**config.mk**
```make
export PLATFORM = sky130hd
export DESIGN_NAME = sha1_ctrl_flat
export DESIGN_NICKNAME = d
export VERILOG_FILES = /design/src/rtl/sha1_ctrl_if.sv /design/src/rtl/sha1_ctrl.sv /design/src/flat_wrapper.sv
export SDC_FILE = /design/constraint.sdc
export NUM_CORES = 1
export LEC_CHECK = 0
export BUFFER_PORTS_ARGS = -buffer_cell sky130_fd_sc_hd__buf_2
export CORE_MARGIN = 3
export CORE_UTILIZATION = 35
export CTS_BUF_LIST = sky130_fd_sc_hd__clkbuf_4 sky130_fd_sc_hd__clkbuf_8
export DETAILED_ROUTE_END_ITERATION = 7
export GPL_ROUTABILITY_DRIVEN = 0
export PLACE_DENSITY = 0.52
export SETUP_SLACK_MARGIN = 0.3
export SLEW_MARGIN = 20
export SYNTH_ARGS = -nofsm -noshare
export SYNTH_HDL_FRONTEND = slang
export SYNTH_SLANG_ARGS = --single-unit
export TNS_END_PERCENT = 20
```
**constraint.sdc**
```tcl
create_clock -name clk -period 2.45 [get_ports clk]
set_input_delay 0 -clock clk [delete_from_list [all_inputs] [get_ports clk]]
set_output_delay 0 -clock clk [all_outputs]
set_load 0.005 [all_outputs]
```
**src/rtl/sha1_ctrl_if.sv**
```systemverilog
// sha1_ctrl_if: block-in / digest-out handshake between the SHA-1 round
// controller and its neighbours.
//   blk_valid  upstream offers a 512-bit block
//   blk_first  offered block starts a message   (qualified by blk_valid)
//   blk_last   offered block ends a message     (qualified by blk_valid)
//   blk_ready  controller accepts the offered block this cycle
//   dig_valid  final digest held in the datapath is valid
//   dig_ready  downstream consumes the digest
// master: block producer / digest consumer.  slave: the controller.
interface sha1_ctrl_if;
    logic blk_valid;
    logic blk_first;
    logic blk_last;
    logic blk_ready;
    logic dig_valid;
    logic dig_ready;

    modport master (
        output blk_valid, blk_first, blk_last, dig_ready,
        input  blk_ready, dig_valid
    );

    modport slave (
        input  blk_valid, blk_first, blk_last, dig_ready,
        output blk_ready, dig_valid
    );
endinterface

```
**src/rtl/sha1_ctrl.sv**
```systemverilog
// sha1_ctrl: sequences one SHA-1 block through the W generator / round
// datapath: a load cycle (round 0), rounds 1..ROUNDS, one H-update cycle,
// then either the digest handshake (last block) or a return to idle.
// Tracks whether a message is open and flags framing errors (sticky).
// Ports:
//   clk        clock, rising edge
//   rst        synchronous active-high reset
//   bus        sha1_ctrl_if.slave (block and digest handshakes)
//   dp_valid   round-0 load strobe to the W generator / datapath
//   dp_round   round index; PARK while no block is in flight
//   dp_init    datapath takes H0 constants as chaining input (load cycle)
//   dp_update  one-cycle strobe: add working variables into H
//   busy       high in every state except idle
//   err        sticky protocol error, cleared only by rst
//   blk_cnt    blocks completed in the current message
// All outputs are registered.
module sha1_ctrl #(
    parameter int              ROUNDS = 80,
    parameter int              RW     = 8,
    parameter logic [RW-1:0]   PARK   = 8'hFF
) (
    input  logic              clk,
    input  logic              rst,
    sha1_ctrl_if.slave        bus,
    output logic              dp_valid,
    output logic [RW-1:0]     dp_round,
    output logic              dp_init,
    output logic              dp_update,
    output logic              busy,
    output logic              err,
    output logic [15:0]       blk_cnt
);

    localparam logic [RW-1:0] LAST_RND = RW'(ROUNDS);
    localparam logic [RW-1:0] RND_ONE  = RW'(1);

    typedef enum logic [2:0] {
        S_IDLE,
        S_LOAD,
        S_ROUND,
        S_UPDATE,
        S_OUT
    } state_t;

    state_t state;
    logic   last_q;     // captured blk_last of the block in flight
    logic   msg_open;   // a non-last block has been accepted

    always_ff @(posedge clk) begin
        if (rst) begin
            state         <= S_IDLE;
            last_q        <= 1'b0;
            msg_open      <= 1'b0;
            bus.blk_ready <= 1'b1;
            bus.dig_valid <= 1'b0;
            dp_valid      <= 1'b0;
            dp_round      <= PARK;
            dp_init       <= 1'b0;
            dp_update     <= 1'b0;
            busy          <= 1'b0;
            err           <= 1'b0;
            blk_cnt       <= 16'd0;
        end else begin
            case (state)
                S_IDLE: begin
                    if (bus.blk_valid) begin
                        last_q        <= bus.blk_last;
                        msg_open      <= !bus.blk_last;
                        // Framing error: a start while a message is open,
                        // or a continuation while none is open.
                        if (bus.blk_first == msg_open) begin
                            err <= 1'b1;
                        end
                        // Any block that opens a chain (legitimately or
                        // forced after an error) starts from H0 and a
                        // fresh block count.
                        if (bus.blk_first || !msg_open) begin
                            dp_init <= 1'b1;
                            blk_cnt <= 16'd0;
                        end
                        bus.blk_ready <= 1'b0;
                        busy          <= 1'b1;
                        dp_valid      <= 1'b1;
                        dp_round      <= '0;
                        state         <= S_LOAD;
                    end
                end

                S_LOAD: begin
                    dp_valid <= 1'b0;
                    dp_init  <= 1'b0;
                    dp_round <= RND_ONE;
                    state    <= S_ROUND;
                end

                S_ROUND: begin
                    if (dp_round == LAST_RND) begin
                        dp_update <= 1'b1;
                        dp_round  <= PARK;
                        state     <= S_UPDATE;
                    end else begin
                        dp_round <= dp_round + RND_ONE;
                    end
                end

                S_UPDATE: begin
                    dp_update <= 1'b0;
                    blk_cnt   <= blk_cnt + 16'd1;
                    if (last_q) begin
                        bus.dig_valid <= 1'b1;
                        state         <= S_OUT;
                    end else begin
                        bus.blk_ready <= 1'b1;
                        busy          <= 1'b0;
                        state         <= S_IDLE;
                    end
                end

                S_OUT: begin
                    // blk_ready stays low on the consuming edge, so a block
                    // can only be taken from the following cycle on.
                    if (bus.dig_ready) begin
                        bus.dig_valid <= 1'b0;
                        bus.blk_ready <= 1'b1;
                        busy          <= 1'b0;
                        blk_cnt       <= 16'd0;
                        state         <= S_IDLE;
                    end
                end

                default: begin
                    bus.blk_ready <= 1'b1;
                    bus.dig_valid <= 1'b0;
                    dp_valid      <= 1'b0;
                    dp_round      <= PARK;
                    dp_init       <= 1'b0;
                    dp_update     <= 1'b0;
                    busy          <= 1'b0;
                    state         <= S_IDLE;
                end
            endcase
        end
    end

endmodule
```
**src/flat_wrapper.sv**
```systemverilog
// flat-port wrapper written by rule: the top's interface ports become plain ports
module sha1_ctrl_flat 
#(
    parameter int              ROUNDS = 80,
    parameter int              RW     = 8,
    parameter logic [RW-1:0]   PARK   = 8'hFF
)
  (clk, rst, dp_valid, dp_round, dp_init, dp_update, busy, err, blk_cnt, bus_blk_valid, bus_blk_first, bus_blk_last, bus_dig_ready, bus_blk_ready, bus_dig_valid);
  sha1_ctrl_if bus_i ();
  input  logic clk;
  input  logic rst;
  output logic dp_valid;
  output logic [RW-1:0] dp_round;
  output logic dp_init;
  output logic dp_update;
  output logic busy;
  output logic err;
  output logic [15:0] blk_cnt;
  input wire logic [$bits(bus_i.blk_valid)-1:0] bus_blk_valid;
  input wire logic [$bits(bus_i.blk_first)-1:0] bus_blk_first;
  input wire logic [$bits(bus_i.blk_last)-1:0] bus_blk_last;
  input wire logic [$bits(bus_i.dig_ready)-1:0] bus_dig_ready;
  output wire logic [$bits(bus_i.blk_ready)-1:0] bus_blk_ready;
  output wire logic [$bits(bus_i.dig_valid)-1:0] bus_dig_valid;
  assign bus_i.blk_valid = bus_blk_valid;
  assign bus_i.blk_first = bus_blk_first;
  assign bus_i.blk_last = bus_blk_last;
  assign bus_i.dig_ready = bus_dig_ready;
  assign bus_blk_ready = bus_i.blk_ready;
  assign bus_dig_valid = bus_i.dig_valid;
  sha1_ctrl #(.ROUNDS(ROUNDS), .RW(RW), .PARK(PARK)) u_core (.clk(clk), .rst(rst), .bus(bus_i), .dp_valid(dp_valid), .dp_round(dp_round), .dp_init(dp_init), .dp_update(dp_update), .busy(busy), .err(err), .blk_cnt(blk_cnt));
endmodule
```
# Word-level counts from Yosys, hierarchy flattened
# Index checks and enable logic that the tools add are counted.
[totals]
reg_bits = 36
inputBits = 6
out_inout_bits = 31
wordCells = 79
[op_classes]
add_sub_neg = 2
eq_ne = 12
n_mux = 28
n_bitwise = 5
reduce_logical = 20
[op_table]
columns = ["operator", "n"]
rows = [
  ["16-bit two-way mux", 3],
  ["16-bit one-hot mux with 3 select lines", 1],
  ["8-bit one-hot mux with 4 select lines", 1],
  ["16-bit by 1-bit adder with 16-bit output, second input constant", 1],
  ["8-bit two-way mux", 2],
  ["3-bit one-hot mux with 5 select lines", 1],
  ["3-bit two-way mux", 4],
  ["3-bit AND reduction", 4],
  ["1-bit two-way mux", 10],
  ["3-bit OR reduction", 3],
  ["8-bit by 1-bit adder with 8-bit output, second input constant", 1],
  ["8-bit by 7-bit == test with 1-bit output, second input constant", 1],
  ["1-bit one-hot mux with 4 select lines", 2],
  ["2-bit AND reduction", 4],
  ["4-bit AND reduction", 2],
  ["3-bit by 2-bit == test with 1-bit output, second input constant", 2],
  ["2-bit by 1-bit != test with 1-bit output, second input constant", 3],
  ["2-bit != test, second input constant", 3],
  ["1-bit one-hot mux with 2 select lines", 3],
  ["1-bit inverter", 5],
  ["2-bit OR reduction", 2],
  ["3-bit by 1-bit == test with 1-bit output, second input constant", 1],
  ["3-bit == test, second input constant", 1],
  ["3-bit zero test", 1],
  ["other kinds (5)", 6],
]

# Logic depth before layout (Yosys ltp)
[logic_depth]
depth_word = 5
depth_mapped = 8
ltp_nobuf = 6

# Worst setup path before layout
# Ideal clock, no wire load.
[synth_path]
path_kind = "register to register"
startpoint = "register u_core.msg_open"
endpoint = "register u_core.blk_cnt[15]"
setup_time_ns = 0.121
arrival_ns = 1.650
required_ns = 2.329
path_slack_ns = 0.679
stages_incl_launch_ff = 6
n_path_buf = 0
period_less_slack_ns = 1.771
path_cell_list = "dfxtp_1 ha_1 nor4b_4 a211oi_4 nor4b_1 mux2_2"
[synth_via]
elab_chain_len = 4
[synth_lines]
columns = ["element", "line_no", "source"]
rows = [
  ["start, declared", "sha1_ctrl.sv:47", "logic msg_open;"],
  ["start signal, assigned", "sha1_ctrl.sv:68", "msg_open <= !bus.blk_last;"],
  ["1-bit zero test", "sha1_ctrl.sv:77", "if (bus.blk_first || !msg_open) begin"],
  ["1-bit logical OR", "sha1_ctrl.sv:77", ""],
  ["2-bit by 1-bit != test with 1-bit output (no line)", "--", ""],
  ["4-bit AND reduction (no line)", "--", ""],
  ["end signal, assigned", "sha1_ctrl.sv:108", "blk_cnt <= blk_cnt + 16'd1;"],
  ["end, declared", "sha1_ctrl.sv:31", "output logic [15:0] blk_cnt"],
]
# Every way passes these cells.
# A chain may end at the register's enable or synchronous reset.

# Final worst setup path
[layout_path]
startpoint = "register u_core.msg_open"
endpoint = "register u_core.blk_cnt[12]"
# Same word-level chain as after synthesis.

==> results_dict.tcl <==
set metrics [dict create \
    first_pass_iters 4 \
    core_area_um2 5170 \
    row_count 26 \
    io-pin-count 37 \
    antenna_found_initial 0 \
    syn_to_final_growth_pct 19.6 \
    fin_skew_ns 0.00760 \
    synth-async-reset-ratio 0 \
    fill_cells 510 \
    ys_seq_area_frac 0.380 \
    cp_slowest_stage_delay_ns 0.51 \
    die_w_um 79.6 \
    synth-edff-count 0 \
    drc 0 \
    netlist_instances 225 \
    path_max_fanout 21 \
    post-dp-hpwl_um 3370 \
    critPathKind "register to register" \
    clock-sinks 36 \
    wirelength_um 4760 \
    initial_utilization 0.366 \
    path_cells "ha_1, nor4b_4, buf_4, a211oi_4, buf_4, or4_1, a21oi_1" \
    r2r-end "u_core.blk_cnt[12]$_SDFFE_PP0P_" \
    cts_htree_levels 2 \
    cts_tree "yes" \
    drt_iter0_drc 145 \
    crit_start "u_core.msg_open$_SDFFE_PP0P_" \
    grt-ovfl-total 0 \
    grt_pass1_vias 1638 \
    synth_seq_cells 36 \
    ir_worst_vdd_mv 0.267 \
    synthFlopType "dfxtp_1" \
    worst_ep_required_time_ns 2.67 \
    min_period_ns 1.98 \
    ant_nets 0 \
    instances_no_fill 335 \
    maxSlewViolCount 0 \
    fin_tns_setup_ns 0 \
    grt_max_degree 24 \
    die_area_um2 6330 \
    cpMaxStageDelayCell "or4_1" \
    rsz0062_at_grt "no" \
    final_cell_mix "buf_2, dfxtp_1, a21oi_1" \
    arrival_ns 2.20 \
    multi_input_comb_area_um2 1080 \
    route.vias.total 1785 \
    layout.nets 275 \
    power.density_nw_per_um2 684 \
    rr_startpoint "u_core.msg_open$_SDFFE_PP0P_" \
    grt_pass1_wl_um 7910 \
    path_buf_inv 2 \
    power_leakage_nw 0.941 \
    startpoint_type "register" \
    cts_max_path_buffers 2 \
    antenna_cells 0 \
    fin_crit_sh 0.808 \
    die_h_um 79.6 \
    cp_top_family "simple AND/OR/NAND/NOR gates" \
    yosysTopAreaCellShare 0.380 \
    yosys-top-cells-area "dfxtp_1, a21oi_1, nor2_1" \
    slew_headroom 0.706 \
    path_common_cell "buf_4" \
    cts_resized 0 \
    wl_per_cell_um 14.2 \
    status "finished, final reports clean" \
    synth_top_area_cell "dfxtp_1" \
    worst_pin_slew_ns 0.437 \
    port_buffers 36 \
    dp_cells 326 \
    drive_gt1_frac 0.215 \
    maxCapViolCount 0 \
    cp.depth 7 \
    finalHoldViolations 0 \
    via_per_inst 5.33 \
    cp-endpoint "u_core.blk_cnt[12]$_SDFFE_PP0P_" \
    whs_path_depth 3 \
    avgSynthCellArea_um2 8.42 \
    yosysWarnings 0 \
    synth_area_um2 1890 \
    cts-root-buf "clkbuf_8" \
    clock_latency_ns 0.29 \
    setup_viol 0 \
    rr_worst_depth 7 \
    hp-class "input port to register" \
    r2r_slack_ns 0.47 \
    max_freq_mhz 505 \
    crit_path_end_kind "register" \
    grtUsageTotal 0.158 \
    synth_nets 235 \
    synth_cell_types 48 \
    clkTransAtPathRegs_ns 0.08 \
    cts_buffers 5 \
    ff_latch_area_um2 721 \
]
## timing repair
item	in CTS	in global routing
hold buffers	1	0
endpoints found under the hold margin	2	0
buffers inserted	0	1
endpoints found under the setup margin	0	1
## per-layer routing
layer	track usage	wire, µm	vias up
li1	-	-	933
met1	0.226	2550	813
met2	0.224	1970	32
met3	0.0282	138	7
met4	0.0842	89	0
met5	0	0	-
## sequential cells by signal, summed over array words and instances, names as in the netlist
| name | count |
|---|---|
| u_core.msg_open | 1 |
| u_core.last_q | 1 |
| u_core.bus.blk_ready | 1 |
| u_core.dp_update | 1 |
| u_core.bus.dig_valid | 1 |
| u_core.busy | 1 |
| u_core.dp_round | 8 |
| u_core.state | 3 |
| u_core.dp_valid | 1 |
| u_core.err | 1 |
| u_core.blk_cnt | 16 |
| u_core.dp_init | 1 |
## power breakdown
part	internal, mW	switching [mW]
sequential	0.640	0.0635
combinational	0.170	0.211
clock	0.251	0.215
total	1.06	0.489
## layout make-up
cell class | count | area share
Clock buffer | 7 | 0.0425
Inverter | 9 | 0.0149
Multi-Input combinational cell | 168 | 0.475
Sequential cell | 36 | 0.318
Tap cell | 70 | 0.0387
Timing Repair Buffer | 45 | 0.110
## logic make-up (layout without fill, tap and decap cells)
group / after synthesis / after routing / share of synthesized area
flops: 36 / 36 / 0.380
xor+xnor: 2 / 2 / 0.00925
buf+inv: 21 / 61 / 0.0509
simple gates: 87 / 87 / 0.267
mux: 2 / 2 / 0.0112
fa+ha+maj: 4 / 4 / 0.0264
compound gates: 73 / 73 / 0.255
## cells in the mapped netlist, types with 5 or more instances
library cell,number
dfxtp_1,36
a21oi_1,22
nor2_1,20
nand2_1,14
o21ai_0,14
or4_1,9
inv_1,8
clkbuf_1,6
nand3_1,6
o31ai_1,6
a21o_1,5
and3_1,5
nand4_1,5
nor3_1,5
or3_1,5
## worst min path at each step
stage	slack, ns	startpoint	to
after CTS	0.03	bus_blk_valid	u_core.state[0]$_SDFFE_PP0P_
after floorplan	0.1	bus_blk_last	u_core.msg_open$_SDFFE_PP0P_
after global placement	0.21	bus_blk_last	u_core.msg_open$_SDFFE_PP0P_
final	0.03	bus_blk_valid	u_core.state[0]$_SDFFE_PP0P_
after global routing	0.07	bus_blk_valid	u_core.state[0]$_SDFFE_PP0P_
after detailed placement	0.21	bus_blk_last	u_core.msg_open$_SDFFE_PP0P_
## worst min-delay path, delay by kind of cell
family	cells	cell delay (ns)
AO/OA/AOI/OAI	1	0.06
AND/OR/NAND/NOR	1	0.08
buffers and inverters	1	0.13
## through the flow
step	util	total power, mW	worst slack [ns]	cell area [µm²]	hold slack [ns]
3_5_place_dp	0.416	1.09	0.469	2150	0.213
2_1_floorplan	-	0.971	0.679	1890	0.0956
3_3_place_gp	0.416	1.09	0.518	2150	0.208
4_1_cts	0.437	1.56	0.453	2260	0.0272
6_report	0.438	1.55	0.472	2270	0.0263
5_1_grt	0.438	1.64	0.331	2270	0.0746
(Power assumes the default switching activity.)
